===== src/rtl/seg_disp_sched.sv =====
// seg_disp_sched: round-robin time-multiplexing scheduler for the 8-digit
// 7-segment display. Each requester holds the display for DWELL cycles per
// grant; the display word tracks the granted slot's data live.
// Optional feature macro: SEG_SLOT_TAG_EN (slot index shown on leftmost digit).
//
// Handshake: REQ is a level, not a pulse. A slot keeps REQ high for as long
// as it wants the display; GNT is the registered one-hot answer, DONE pulses
// for one cycle when a full dwell completes, and dropping REQ while granted
// abandons the grant at the next edge with no DONE.
module seg_disp_sched #(
   parameter int NREQ  = 4,
   parameter int DWELL = 1024,
   parameter int CNT_W = 20
) (
   input  logic                 CLK,
   input  logic                 RST_X,
   input  logic [NREQ-1:0]      REQ,
   input  logic [32*NREQ-1:0]   DATA,
   input  logic                 HOLD,
   output logic [31:0]          DISP_DATA,
   output logic [NREQ-1:0]      GNT,
   output logic [NREQ-1:0]      DONE,
   output logic                 BUSY
);

   localparam int PW = (NREQ > 1) ? $clog2(NREQ) : 1;

   typedef enum logic {ST_IDLE, ST_SHOW} state_t;

   state_t            state_q, state_d;
   logic [PW-1:0]     ptr_q, ptr_d;
   logic [PW-1:0]     gidx_q, gidx_d;
   logic [CNT_W-1:0]  cnt_q, cnt_d;
   logic [31:0]       disp_q, disp_d;
   logic [NREQ-1:0]   gnt_q, gnt_d;
   logic [NREQ-1:0]   done_q, done_d;
   logic              busy_q, busy_d;

   logic [PW-1:0]     nxt_ptr;
   logic [PW-1:0]     arb_base;
   logic [PW-1:0]     arb_idx;
   logic              arb_found;
   logic              rel_drop, rel_exp;
   logic [31:0]       arb_word, cur_word;

   // Display word for a slot: raw data, or tagged with the slot index.
   function automatic logic [31:0] slot_word(input logic [32*NREQ-1:0] data,
                                             input logic [PW-1:0] idx);
      logic [31:0] w;
      w = data[32*idx +: 32];
`ifdef SEG_SLOT_TAG_EN
      w[31:28] = {{(4-PW){1'b0}}, idx};
`endif
      return w;
   endfunction

   // Release conditions for the current grant and the rotated pointer.
   always_comb begin
      nxt_ptr  = (gidx_q == PW'(NREQ-1)) ? '0 : gidx_q + 1'b1;
      rel_drop = (state_q == ST_SHOW) && !REQ[gidx_q];
      rel_exp  = (state_q == ST_SHOW) && REQ[gidx_q] && !HOLD &&
                 (cnt_q == CNT_W'(DWELL-1));
      arb_base = (state_q == ST_SHOW) ? nxt_ptr : ptr_q;
   end

   // Round-robin search from arb_base; lowest offset with REQ set wins.
   always_comb begin
      logic [PW:0] sum;
      arb_found = 1'b0;
      arb_idx   = '0;
      sum       = '0;
      for (int k = NREQ-1; k >= 0; k--) begin
         sum = {1'b0, arb_base} + (PW+1)'(k);
         if (sum >= (PW+1)'(NREQ)) sum = sum - (PW+1)'(NREQ);
         if (REQ[sum[PW-1:0]]) begin
            arb_found = 1'b1;
            arb_idx   = sum[PW-1:0];
         end
      end
      arb_word = slot_word(DATA, arb_idx);
      cur_word = slot_word(DATA, gidx_q);
   end

   // Next-state logic for the IDLE/SHOW scheduler.
   always_comb begin
      state_d = state_q;
      ptr_d   = ptr_q;
      gidx_d  = gidx_q;
      cnt_d   = cnt_q;
      disp_d  = disp_q;
      gnt_d   = gnt_q;
      done_d  = '0;
      busy_d  = busy_q;
      case (state_q)
         ST_IDLE: begin
            if (arb_found) begin
               state_d = ST_SHOW;
               gidx_d  = arb_idx;
               gnt_d   = NREQ'(1) << arb_idx;
               busy_d  = 1'b1;
               cnt_d   = '0;
               disp_d  = arb_word;
            end
         end
         default: begin
            if (rel_drop || rel_exp) begin
               ptr_d = nxt_ptr;
               // A drop on the expiry cycle suppresses DONE (rel_exp needs REQ).
               if (rel_exp) done_d = NREQ'(1) << gidx_q;
               if (arb_found) begin
                  gidx_d = arb_idx;
                  gnt_d  = NREQ'(1) << arb_idx;
                  cnt_d  = '0;
                  disp_d = arb_word;
               end else begin
                  state_d = ST_IDLE;
                  gnt_d   = '0;
                  busy_d  = 1'b0;
               end
            end else begin
               if (!HOLD) cnt_d = cnt_q + 1'b1;
               disp_d = cur_word;
            end
         end
      endcase
   end

   // State and registered outputs, synchronous active-low reset.
   always_ff @(posedge CLK) begin
      if (!RST_X) begin
         state_q <= ST_IDLE;
         ptr_q   <= '0;
         gidx_q  <= '0;
         cnt_q   <= '0;
         disp_q  <= '0;
         gnt_q   <= '0;
         done_q  <= '0;
         busy_q  <= 1'b0;
      end else begin
         state_q <= state_d;
         ptr_q   <= ptr_d;
         gidx_q  <= gidx_d;
         cnt_q   <= cnt_d;
         disp_q  <= disp_d;
         gnt_q   <= gnt_d;
         done_q  <= done_d;
         busy_q  <= busy_d;
      end
   end

   assign DISP_DATA = disp_q;
   assign GNT       = gnt_q;
   assign DONE      = done_q;
   assign BUSY      = busy_q;

endmodule


===== config.mk =====
export PLATFORM = sky130hd
export DESIGN_NAME = seg_disp_sched
export DESIGN_NICKNAME = d
export VERILOG_FILES = /design/src/rtl/seg_disp_sched.sv
export SDC_FILE = /design/constraint.sdc
export NUM_CORES = 1
export LEC_CHECK = 0
export BUFFER_PORTS_ARGS = -buffer_cell sky130_fd_sc_hd__buf_2
export CORE_ASPECT_RATIO = 0.5
export CORE_MARGIN = 4
export CORE_UTILIZATION = 45
export DETAILED_ROUTE_END_ITERATION = 10
export PLACE_DENSITY_LB_ADDON = 0.08
export SKIP_LAST_GASP = 1
export SLEW_MARGIN = 40
export SYNTH_ARGS = -nofsm -noshare
export SYNTH_HDL_FRONTEND = slang
export SYNTH_SLANG_ARGS = --single-unit

===== constraint.sdc =====
create_clock -name CLK -period 5.22 [get_ports CLK]
set_input_delay 0.261 -clock CLK [delete_from_list [all_inputs] [get_ports CLK]]
set_output_delay 0.261 -clock CLK [all_outputs]
set_load 0.05 [all_outputs]

# Word level (Yosys, flattened, before mapping)
# Index checks and enable logic that the tools add are counted.
[totals] register_bits=66 in_bits=135 out_inout_bits=41
[op_classes] n_addsub=9 n_lt_le_gt_ge=9 n_eq_ne=5 shift=4 n_mux=45 n_reduce_logical=12
[ops] operator="128-bit by 8-bit variable part select with 32-bit output" count=2
[ops] operator="32-bit 2-to-1 mux" count=3
[ops] operator="20-bit 2-to-1 mux" count=4
[ops] operator="2-bit 2-to-1 mux" count=13
[ops] operator="20-bit by 1-bit adder with 20-bit output (second input constant)" count=1
[ops] operator="20-bit by 10-bit == test with 1-bit output (second input constant)" count=1
[ops] operator="1-bit 2-to-1 mux" count=16
[ops] operator="4-bit 2-to-1 mux" count=4
[ops] operator="2-bit by 3-bit < comparator with 1-bit output (second input constant)" count=5
[ops] operator="1-bit binary-select mux with 2-bit select" count=5
[ops] operator="3-bit greater-or-equal comparator (second input constant)" count=3
[ops] operator="1-bit by 2-bit left shift with 4-bit output (first input constant)" count=2
[ops] operator="2-bit by 1-bit subtractor with 2-bit output (second input constant)" count=4
[ops] operator="2-bit by 2-bit adder with 3-bit output (second input constant)" count=2
[ops] operator="1-bit logical AND" count=4
[ops] operator="2-bit AND reduction" count=2
[ops] operator="4-bit AND reduction" count=1
[ops] operator="2-bit by 1-bit adder with 3-bit output (second input constant)" count=1
[ops] operator="2-bit by 3-bit greater-or-equal comparator with 1-bit output (second input constant)" count=1
[ops] operator="3-bit by 2-bit != test with 1-bit output (second input constant)" count=1
[ops] operator="3-bit AND reduction" count=1
[ops] operator="2-bit by 1-bit adder with 2-bit output (second input constant)" count=1
[ops] operator="2-bit == test (second input constant)" count=1
[ops] operator="1-bit logical NOT" count=2
[ops] operator="4 further kinds" count=4

# Depth between registers and ports, before layout
# Gate-level depths: netlist (run 1).
[logic_depth] ltp_word=16 depth_mapped=9

# Least setup slack after synthesis (run 1)
# OpenSTA, ideal clock, no wires.
[synth_path] kind="register -> register" from="register gidx_q[1]" to="register disp_q[0] (netlist: DISP_DATA[0])" t_arrival_ps=2019 required_time_ps=5091 path_slack_ps=3071 path_stages_with_launch=7 path_buffers=2 period_less_slack_ps=2149 cell_sequence="dfxtp_1 -> buf_2 -> buf_1 -> mux4_2 -> a22o_1 -> nand2_1 -> o221ai_2"
[synth_via] elab_chain_cells=16
[synth_lines] item="from (decl)" line_no="32" text="logic [PW-1:0] gidx_q, gidx_d;"
[synth_lines] item="from (signal assigned)" line_no="142" text="gidx_q <= gidx_d;"
[synth_lines] item="2-bit by 1-bit adder with 2-bit output / 2-bit == test (equally long branches)" line_no="59" text="nxt_ptr = (gidx_q == PW'(NREQ-1)) ? '0 : gidx_q + 1'b1;"
[synth_lines] item="2-bit 2-to-1 mux" line_no="59"
[synth_lines] item="2-bit 2-to-1 mux" line_no="63" text="arb_base = (state_q == ST_SHOW) ? nxt_ptr : ptr_q;"
[synth_lines] item="2-bit by 2-bit adder with 3-bit output" line_no="73" text="sum = {1'b0, arb_base} + (PW+1)'(k);"
[synth_lines] item="3-bit greater-or-equal comparator / 2-bit by 1-bit subtractor with 2-bit output (equally long branches)" line_no="74" text="if (sum >= (PW+1)'(NREQ)) sum = sum - (PW+1)'(NREQ);"
[synth_lines] item="2-bit 2-to-1 mux" line_no="74"
[synth_lines] item="1-bit binary-select mux with 2-bit select" line_no="75" text="if (REQ[sum[PW-1:0]]) begin"
[synth_lines] item="1-bit 2-to-1 mux (implied by the code)" line_no="75"
[synth_lines] item="2-bit 2-to-1 mux (4 in series)" line_no="75"
[synth_lines] item="128-bit by 8-bit variable part select with 32-bit output" line_no="50" text="w = data[32*idx +: 32];"
[synth_lines] item="32-bit 2-to-1 mux" line_no="96, 110"
[synth_lines] item="32-bit 2-to-1 mux" line_no="106" text="if (rel_drop || rel_exp) begin"
[synth_lines] item="32-bit 2-to-1 mux *" line_no="94" text="case (state_q)"
[synth_lines] item="to (signal assigned)" line_no="144" text="disp_q <= disp_d;"
[synth_lines] item="to (decl)" line_no="34" text="logic [31:0] disp_q, disp_d;"
# Mark *: on every way between the ends. The rest lies on a longest branch, timed or not. The select of a mux whose other input is x is not followed.
# A chain may end at the register's enable or synchronous reset.

# Worst setup path after layout (run 1)
[layout_path] from="register gidx_q[0]" to="register disp_q[15] (netlist: DISP_DATA[15])"
# Same word-level chain as after synthesis.

==> flow_summary.yaml, run 1 <==
cells_and_area:
  drive_above_1_share_pct: 41.42
  final_common_cell: "buf_2"
  antenna_cells: 0
  multiInputGateArea_sq_um: 3263
  num-fill-cells: 933
  stdcell_count: 775
  final_cell_mix: "buf_2 (175), mux2i_1 (67), dfxtp_1 (64)"
  finalNetCount: 767
  seq_area_sq_um: 1324
  areaGrowthSynthToFinish_pct: 28.22
routing:
  drt_wl_total_mm: 14.50
  vias: 4704
  drc: 0
  drt_iter0_drc: 200
  ant_nets: 0
  wl_per_cell_um: 18.71
  viasPerCell: 6.070
  first_pass_iters: 5
worst_hold_path:
  hold_path.class: "in2reg"
  min_path_cells: 3
  min_to: "DISP_DATA[7]$_SDFF_PN0_"
  min_from: "DATA[103]"
place:
  hpwlAfterDp_mm: 10.45
  gp_congestion: 0.8742
  place_inst: 758
  post-place-ws_ns: 2.059
  port_buffers: 175
pwr:
  power_leakage_nw: 2.705
  ir_drop_mv: 0.1923
  powerDensity_nw_per_um2: 351.6
  finalPower_mw: 2.149
floorplanning:
  die_x_um: 153.6
  io-pin-count: 176
  start_util_pct: 46.37
  die_area_sq_um: 12400
  placement_rows: 26
  die_y_um: 80.78
  core-area_sq_um: 10280
clock_network:
  root_buffer: "clkbuf_16"
  clk_path_buf_depth: 2
  postCtsSetupBuffers: 0
  cts_tree: "built"
  cts_buffers: 9
  clock-sinks: 66
  cts_max_level: 3
  postCtsHoldBufs: 0
  cts_resized: 0
  clkLatencyLatePin_ns: 0.34
  clkTransAtPathRegs_ns: 0.06
synth:
  yosysTopAreaCell: "dfxtp_1"
  syn_inst: 474
  async_reset_ff_share_pct: 0
  ys_seq_area_share_pct: 27.72
  syn-cell-area_sq_um: 4767
  synth_edf_count: 0
  synth.avg_cell_area_sq_um: 10.06
  synth_nets: 611
  synth_top_area_share_pct: 27.72
  ys_seq_elements: 66
  synthTopCellsByArea: "dfxtp_1 (28%), mux4_2 (16%), mux2i_1 (14%)"
  synth_ff_type: "dfxtp_1"
  synth_warnings: 0
  ys_types: 52
setup_path:
  path_class: "reg2reg"
  slowest_stage: "mux4_2"
  max_stage_delay_ns: 0.62
  r2r_setup_slack_ns: 2.08
  worst-path-buf-inv: 1
  path_delay_family: "compound AO/OA/AOI/OAI gates"
  arrival_ns: 3.40
  worstRegToRegCells: 7
  worstPathRequired_ns: 5.48
  crit_chain: "buf_4, mux4_2, and2_1, o31ai_4, o2111a_1, nand2_4, o221ai_1"
  start_kind: "flop"
  timing.rr.end: "DISP_DATA[15]$_SDFF_PN0_"
  worstPathMaxFanout: 40
  r2r-start: "gidx_q[0]$_SDFFE_PN0P_"
  cp-end-kind: "flop"
timing:
  worst_pin_slew_ns: 0.8118
  period_needed_ns: 3.144
  relSlewSlack_pct: 45.38
  finalSetupViolCount: 0
  period_share_pct: 60.23
  drv_slew: 0
  tns_ns: 0
  timing.final.ws_setup_ns: 2.076
  fmax_mhz: 318.1
  hold_viol: 0
  fin_hold_ws_ns: 0.2463
  finClkSkew_ns: 0.007205
  rsz0062_at_grt: "false"
grt:
  grt_max_degree: 41
  grt_pass1_vias: 4742
  grt-ovfl-total: 0
  grt_pass1_wl_mm: 23.07
  antenna_found_initial: 1
  globalRouteTotalUtil_pct: 23.30
run:
  max-cap-violations: 0
run_status:
  status: "completed"
[cell type report]
class,instances,share of cell area [%]
clock buffers,10,3.910
clock inverters,6,1.842
inverters,4,0.2457
multi-input cells,365,53.39
flip-flops and latches,66,21.66
well taps,140,2.866
repair buffers,184,16.09
[Yosys cell counts, types with 4 or more instances]
cell type	count
nor2_1	32
a31oi_1	7
dfxtp_1	66
o221ai_2	20
a22o_1	23
a221oi_1	9
a21oi_1	18
o221ai_1	12
nand3_1	11
inv_1	4
nor4_1	6
nand2_1	43
nor3_1	10
or4_1	5
nor3b_1	5
clkbuf_1	14
buf_4	4
and3_1	7
mux4_2	33
o21ai_0	14
mux2i_1	67
buf_1	4
buf_2	14
[through the flow]
stage	utilization, %	cell area [sq um]
final	59.46	6112
after floorplan	-	4767
after detailed placement	55.77	5733
after global routing	59.46	6112
after CTS	59.19	6085
after global placement	55.42	5697
[cells by family after synthesis]
logic type	after synthesis	synth area share (%)
AO/OA/AOI/OAI	126	22.89
adder cells (fa/ha/maj)	2	0.5249
buffers and inverters	43	4.541
flip-flops	66	27.72
multiplexers	101	29.89
AND/OR/NAND/NOR	136	14.44
[worst max-delay path by stage]
stage	from	endpoint	slack [ns]	cells past startpoint
detailed placement	gidx_q[0]$_SDFFE_PN0P_	DISP_DATA[15]$_SDFF_PN0_	2.06	7
floorplan	gidx_q[1]$_SDFFE_PN0P_	DISP_DATA[0]$_SDFF_PN0_	3.07	6
finish	gidx_q[0]$_SDFFE_PN0P_	DISP_DATA[15]$_SDFF_PN0_	2.08	7
CTS	gidx_q[0]$_SDFFE_PN0P_	DISP_DATA[15]$_SDFF_PN0_	2.05	7
global placement	gidx_q[0]$_SDFFE_PN0P_	DISP_DATA[15]$_SDFF_PN0_	2.12	7
global route	gidx_q[1]$_SDFFE_PN0P_	DISP_DATA[20]$_SDFF_PN0_	1.79	7
[flip-flops by register name, summed over array words and instances, names as in the netlist]
signal	cells
BUSY	1
DISP_DATA	32
DONE	4
GNT	4
cnt_q	20
gidx_q	2
ptr_q	2
state_q	1
[worst register-to-register path, delay by kind of cell (launching register included)]
family                 cells  cell delay, ns
multiplexers               1            0.62
flip-flops                 1            0.32
AO/OA/AOI/OAI              3            1.06
buffers and inverters      1            0.45
AND/OR/NAND/NOR            2            0.62
[power breakdown]
| group | internal, mW | switching (mW) | total (mW) |
|---|---|---|---|
| clock | 0.481 | 0.232 | 0.713 |
| sequential | 0.566 | 0.0357 | 0.601 |
| combinational | 0.323 | 0.511 | 0.834 |
| total | 1.37 | 0.779 | 2.15 |
[routing by layer]
metal	track usage, %	vias to the layer above	routed length [um]
met4	8.458	2	301
met2	41.70	155	7289
met5	0	-	12
li1	-	2229	-
met3	5.109	26	896
met1	28.18	2292	5999
(Power assumes the default switching activity.)
==> inputs of run 2 (changes only) <==
--- a/config.mk
+++ b/config.mk
@@ -5,6 +5,7 @@
 export SDC_FILE = /design/constraint.sdc
 export NUM_CORES = 1
 export LEC_CHECK = 0
+export ABC_AREA = 1
 export BUFFER_PORTS_ARGS = -buffer_cell sky130_fd_sc_hd__buf_2
 export CORE_ASPECT_RATIO = 0.5
 export CORE_MARGIN = 4
==> constraint.sdc (replaced) <==
create_clock -name CLK -period 3 [get_ports CLK]
set_input_delay 0.15 -clock CLK [delete_from_list [all_inputs] [get_ports CLK]]
set_output_delay 0.15 -clock CLK [all_outputs]
set_load 0.05 [all_outputs]
==> run 2 against run 1 <==
  * Clock skew decreased by 0.0019 ns
  * Worst hold slack got worse by 0.096 ns
  * Clock-buffer cell count unchanged
  * Sequential power increased by 110%
==> flow_summary.yaml, run 2 <==
setup_path:
  start_kind: "flop"
  worstPathRequired_ns: 3.26
  cp_common_cell: "nand2_1"
  max_stage_delay_ns: 0.61
  r2r_setup_slack_ns: 0.29
  worstRegToRegCells: 17
  worstPathMaxFanout: 30
  path_class: "reg2reg"
  slowest_stage: "dfxtp_1"
  cp-end-kind: "flop"
  crit_chain: "nand2_2, nand2_4, nand2_1, nand2_1, nand2_1, nand2_2, nor2_1, nor2_1, nand2_2, nand2_4, buf_4, nand2_1, nand2_1, nand2_1, nand2_1, nand2_1, a21oi_1"
  arrival_ns: 2.96
  r2r-start: "state_q$_SDFF_PN0_"
  timing.rr.end: "DISP_DATA[9]$_SDFF_PN0_"
  worst-path-buf-inv: 1
  path_delay_family: "simple AND/OR/NAND/NOR gates"
cells_and_area:
  final_cell_mix: "nand2_1 (389), buf_2 (175), nor2_1 (94)"
  final_common_cell: "nand2_1"
  finalNetCount: 1271
  areaGrowthSynthToFinish_pct: 22.05
  drive_above_1_share_pct: 20.63
  antenna_cells: 0
  largest_reg_flops: 32
  stdcell_count: 1304
pwr:
  p_int_mw: 3.540
  power_frac_seq_pct: 15.0
  p_sw_mw: 4.807
  powerDensity_nw_per_um2: 1250
  switching_share_pct: 57.59
  ir_drop_mv: 0.8450
  power_leakage_nw: 3.423
  comb_power_share_pct: 72.6
  clkPwrFrac_pct: 12.4
worst_hold_path:
  min_from: "DATA[116]"
  hold_path.class: "in2reg"
  min_path_cells: 5
  min_to: "DISP_DATA[20]$_SDFF_PN0_"
grt:
  globalRouteTotalUtil_pct: 26.31
  grt_pass1_vias: 6357
  grt_max_degree: 49
  antenna_found_initial: 0
  grt-ovfl-total: 0
  grt_pass1_wl_mm: 30.48
synth:
  synthTopCellsByCount: "nand2_1 (389), nor2_1 (94), o21ai_0 (85)"
  synth_edf_count: 0
  ys_seq_area_share_pct: 24.15
  synth_warnings: 0
  syn-cell-area_sq_um: 5470
  synth.avg_cell_area_sq_um: 5.520
  ys_seq_elements: 66
  async_reset_ff_share_pct: 0
  synth_top_area_share_pct: 26.69
  yosysTopAreaCell: "nand2_1"
  synthTopCellsByArea: "nand2_1 (27%), dfxtp_1 (24%), o21ai_0 (7.8%)"
  synth_ff_type: "dfxtp_1"
  syn_inst: 991
  synth_nets: 1128
  ys_types: 33
  yosysMostFrequentCell: "nand2_1"
clock_network:
  postCtsSetupBuffers: 0
  clkLatencyLatePin_ns: 0.33
  cts_max_level: 3
  cts_resized: 0
  clock-sinks: 66
  postCtsHoldBufs: 0
  cts_buffers: 9
  root_buffer: "clkbuf_16"
  clkTransAtPathRegs_ns: 0.06
  cts_tree: "built"
  clk_path_buf_depth: 2
routing:
  wl_per_cell_um: 14.62
  vias: 6925
  drt_wl_total_mm: 19.07
  viasPerCell: 5.311
  drc: 0
  drt_iter0_drc: 776
  first_pass_iters: 5
  ant_nets: 0
floorplanning:
  start_util_pct: 46.20
  io-pin-count: 176
  placement_rows: 28
  core-area_sq_um: 11840
  die_y_um: 85.96
  die_area_sq_um: 14090
  die_x_um: 163.9
run_status:
  status: "completed"
timing:
  hold_viol: 0
  period_share_pct: 90.25
  finalSetupViolCount: 0
  period_needed_ns: 2.708
  relSlewSlack_pct: 62.68
  drv_slew: 0
  rsz0062_at_grt: "false"
  finClkSkew_ns: 0.005353
  worst_pin_slew_ns: 0.5598
  fmax_mhz: 369.3
  tns_ns: 0
place:
  gp_congestion: 0.9732
  hpwlAfterDp_mm: 13.35
  place_inst: 1288
  port_buffers: 175
run:
  max-cap-violations: 0
## run 2: cell types whose count changed after synthesis, sizes merged, moves of 60 or more
cell   previous run  this run
inv               4        64
nand2            44       399
nor2             32       100
mux2i            67         0
nand3            12        84
o21ai            15        86
## run 2: worst register-to-register path, stage by stage, from the launching register on
cell and delay [ns]:
dfxtp_1 0.61, nand2_2 0.21, nand2_4 0.13, nand2_1 0.07, nand2_1 0.11, nand2_1 0.08
nand2_2 0.08, nor2_1 0.04, nor2_1 0.11, nand2_2 0.09, nand2_4 0.30, buf_4 0.34
nand2_1 0.08, nand2_1 0.06, nand2_1 0.05, nand2_1 0.09, nand2_1 0.06, a21oi_1 0.13
## run 2: logic make-up after synthesis
| family | count (synthesis) | share of synthesized area, % |
|---|---|---|
| adders and majority gates | 2 | 0.4574 |
| xor gates and xnor gates | 4 | 0.6404 |
| buffers and inverters | 129 | 10.75 |
| AOI/OAI and AO/OA | 190 | 19.03 |
| DFF | 66 | 24.15 |
| and+or+nand+nor | 600 | 44.97 |
## run 2: power groups by stage
stage | Sequential (mW) | Clock [mW] | Combinational (mW)
2_1_floorplan | 1.82 | 0 | 4.24
3_3_place_gp | 1.26 | 0 | 5.95
3_5_place_dp | 1.26 | 0 | 6.01
4_1_cts | 1.25 | 1.05 | 6.03
5_1_grt | 1.27 | 1.10 | 6.76
6_report | 1.25 | 1.03 | 6.06
## run 2: through the flow
step	util (%)	hold slack, ns	area, sq um	setup slack (ns)	total power, mW
detailed placement	53.96	0.4527	6390	0.3513	7.278
floorplan	-	0.3502	5470	0.9397	6.056
global placement	53.96	0.4478	6390	0.4285	7.212
global route	56.38	0.1744	6676	0.02157	9.141
finish	56.38	0.1507	6676	0.2924	8.347
CTS	56.38	0.1432	6676	0.3338	8.330
## run 2: routing by layer
layer / global-route usage, % / up-vias / wire length, um
met3: 5.041 / 16 / 1460
met5: 0 / - / 0
met2: 45.15 / 266 / 8990
met1: 34.50 / 3136 / 8433
li1: - / 3507 / -
met4: 5.936 / 0 / 184
## run 2: worst max-delay path by stage
stage / start / endpoint / slack (ns) / cells past startpoint
global placement: gidx_q[0]$_SDFFE_PN0P_ / DISP_DATA[18]$_SDFF_PN0_ / 0.43 / 18
CTS: gidx_q[0]$_SDFFE_PN0P_ / DISP_DATA[9]$_SDFF_PN0_ / 0.33 / 19
floorplan: gidx_q[0]$_SDFFE_PN0P_ / DISP_DATA[0]$_SDFF_PN0_ / 0.94 / 19
global route: state_q$_SDFF_PN0_ / DISP_DATA[12]$_SDFF_PN0_ / 0.02 / 17
finish: state_q$_SDFF_PN0_ / DISP_DATA[9]$_SDFF_PN0_ / 0.29 / 17
detailed placement: gidx_q[0]$_SDFFE_PN0P_ / DISP_DATA[9]$_SDFF_PN0_ / 0.35 / 19
## run 2: cell type report
class | instances | area, sq um
fillers | 1257 | 5165
multi-input cells | 796 | 3561
flip-flops and latches | 66 | 1323
repair buffers | 194 | 1044
inverters | 67 | 256.5
clock buffers | 10 | 229.0
well taps | 165 | 206.4
clock inverters | 6 | 57.56
==> inputs of run 3 (changes only) <==
--- a/config.mk
+++ b/config.mk
@@ -12,8 +12,10 @@
 export CORE_UTILIZATION = 45
 export DETAILED_ROUTE_END_ITERATION = 10
 export PLACE_DENSITY_LB_ADDON = 0.08
+export RECOVER_POWER = 100
 export SKIP_LAST_GASP = 1
 export SLEW_MARGIN = 40
 export SYNTH_ARGS = -nofsm -noshare
 export SYNTH_HDL_FRONTEND = slang
 export SYNTH_SLANG_ARGS = --single-unit
+export TNS_END_PERCENT = 20
==> run 3 against run 2 <==
  * Clock skew hardly changed
  * Die area stayed put
  * Utilization is 0.49 points lower
==> flow_summary.yaml, run 3 (same netlist as run 2, synthesis figures left out) <==
pwr:
  p_sw_mw: 4.816
  ir_drop_mv: 0.8455
  power_leakage_nw: 3.262
  power_frac_seq_pct: 15.1
  switching_share_pct: 58.03
  powerDensity_nw_per_um2: 1254
  p_int_mw: 3.483
  clkPwrFrac_pct: 12.5
  comb_power_share_pct: 72.4
timing:
  finalSetupViolCount: 0
  timing.final.ws_setup_ns: 0.3130
  relSlewSlack_pct: 54.73
  period_share_pct: 89.57
  tns_ns: 0
  hold_viol: 0
  fmax_mhz: 372.2
  worst_pin_slew_ns: 0.6820
  drv_slew: 0
  finClkSkew_ns: 0.005230
  period_needed_ns: 2.687
  rsz0062_at_grt: "false"
grt:
  use_met3_pct: 5.041
  grt_max_degree: 49
  grt-ovfl-total: 0
  grt_pass1_vias: 6357
  antenna_found_initial: 0
  grt_pass1_wl_mm: 30.48
  use_met2_pct: 45.15
  busiest_layer: "met2"
  use_met1_pct: 34.50
  globalRouteTotalUtil_pct: 26.31
setup_path:
  worstPathMaxFanout: 30
  worstPathRequired_ns: 3.26
  path_class: "reg2reg"
  timing.rr.end: "DISP_DATA[9]$_SDFF_PN0_"
  endpoint: "DISP_DATA[9]$_SDFF_PN0_"
  worstRegToRegCells: 17
  r2r-start: "state_q$_SDFF_PN0_"
  r2r_setup_slack_ns: 0.31
  arrival_ns: 2.94
  cp-end-kind: "flop"
  crit_path_start: "state_q$_SDFF_PN0_"
  start_kind: "flop"
place:
  post-place-ws_ns: 0.3513
  hpwlAfterDp_mm: 13.35
  port_buffers: 175
  gp_congestion: 0.9732
  place_area_sq_um: 6390
cells_and_area:
  areaGrowthSynthToFinish_pct: 21.00
  final_common_cell: "nand2_1"
  fin_util_pct: 55.90
  antenna_cells: 0
  final_cell_mix: "nand2_1 (390), buf_2 (134), nor2_1 (94)"
  largest_reg_flops: 32
  seq_area_sq_um: 1323
  num-fill-cells: 1275
  finalNetCount: 1271
  multiInputGateArea_sq_um: 3558
  drive_above_1_share_pct: 16.77
  finalInstanceArea_sq_um: 6619
clock_network:
  cts_resized: 0
  root_buffer: "clkbuf_16"
  clock-sinks: 66
  cts_tree: "built"
  cts_max_level: 3
  clkLatencyLatePin_ns: 0.33
  cts_buffers: 9
  clkTransAtPathRegs_ns: 0.06
  clk_path_buf_depth: 2
  postCtsHoldBufs: 0
  postCtsSetupBuffers: 0
floorplanning:
  die_x_um: 163.9
  placement_rows: 28
  die_area_sq_um: 14090
  core-area_sq_um: 11840
  die_y_um: 85.96
  io-pin-count: 176
  start_util_pct: 46.20
worst_hold_path:
  hold_path.class: "in2reg"
run:
  max-cap-violations: 0
routing:
  drt_wl_total_mm: 19.20
  viasPerCell: 5.350
  drc: 0
  vias: 6977
  wl_per_cell_um: 14.73
  first_pass_iters: 5
  ant_nets: 0
  drt_iter0_drc: 730
run_status:
  status: "completed"
## run 3: cell types whose count changed in the layout (fill, tap and decap cells not counted), sizes merged
cell    before  now
clkbuf      10   52
buf        194  152
## run 3: cell type report
type	count	area share [%]
Clock buffer	10	3.459
Inverter	67	3.875
Tap cell	165	3.119
Clock inverter	6	0.8696
Multi-Input combinational cell	796	53.76
Timing Repair Buffer	194	14.93
Sequential cell	66	19.98
## run 3: per-layer routing
| metal | vias up | share of wire (%) |
|---|---|---|
| li1 | 3503 | - |
| met1 | 3138 | 44 |
| met2 | 308 | 46 |
| met3 | 28 | 8.7 |
| met4 | 0 | 1.4 |
| met5 | - | 0 |
## run 3: worst min path at each step
stage | from | endpoint | slack [ns] | cells after the start
final | DATA[116] | DISP_DATA[20]$_SDFF_PN0_ | 0.15 | 5
after global routing | DATA[116] | DISP_DATA[20]$_SDFF_PN0_ | 0.17 | 5
after CTS | DATA[116] | DISP_DATA[20]$_SDFF_PN0_ | 0.14 | 5
after detailed placement | GNT[1]$_SDFFE_PN0P_ | GNT[1]$_SDFFE_PN0P_ | 0.45 | 2
after global placement | GNT[1]$_SDFFE_PN0P_ | GNT[1]$_SDFFE_PN0P_ | 0.45 | 2
after floorplan | RST_X | cnt_q[13]$_SDFFE_PN0P_ | 0.35 | 2
## run 3: stage by stage
stage | std cells | power [mW] | hold slack (ns)
6_report | 1304 | 8.300 | 0.1522
5_1_grt | 1304 | 9.084 | 0.1744
4_1_cts | 1304 | 8.330 | 0.1432
3_5_place_dp | 1288 | 7.278 | 0.4527
3_3_place_gp | 1288 | 7.212 | 0.4478
2_1_floorplan | 991 | 6.056 | 0.3502
## run 3: critical path: stages, from the launching register on
cell     delay, ns
dfxtp_1       0.60
nand2_2       0.21
nand2_4       0.13
nand2_1       0.07
nand2_1       0.11
nand2_1       0.08
nand2_2       0.07
nor2_1        0.04
nor2_1        0.11
nand2_2       0.09
nand2_4       0.30
buf_4         0.32
nand2_1       0.08
nand2_1       0.06
nand2_1       0.05
nand2_1       0.09
nand2_1       0.06
a21oi_1       0.13
## run 3: power by group through the flow
stage,logic [mW],registers (mW),clock network [mW]
after global placement,5.95,1.26,0
after detailed placement,6.01,1.26,0
after global routing,6.70,1.28,1.10
final,6.01,1.25,1.03
after floorplan,4.24,1.82,0
after CTS,6.03,1.25,1.05
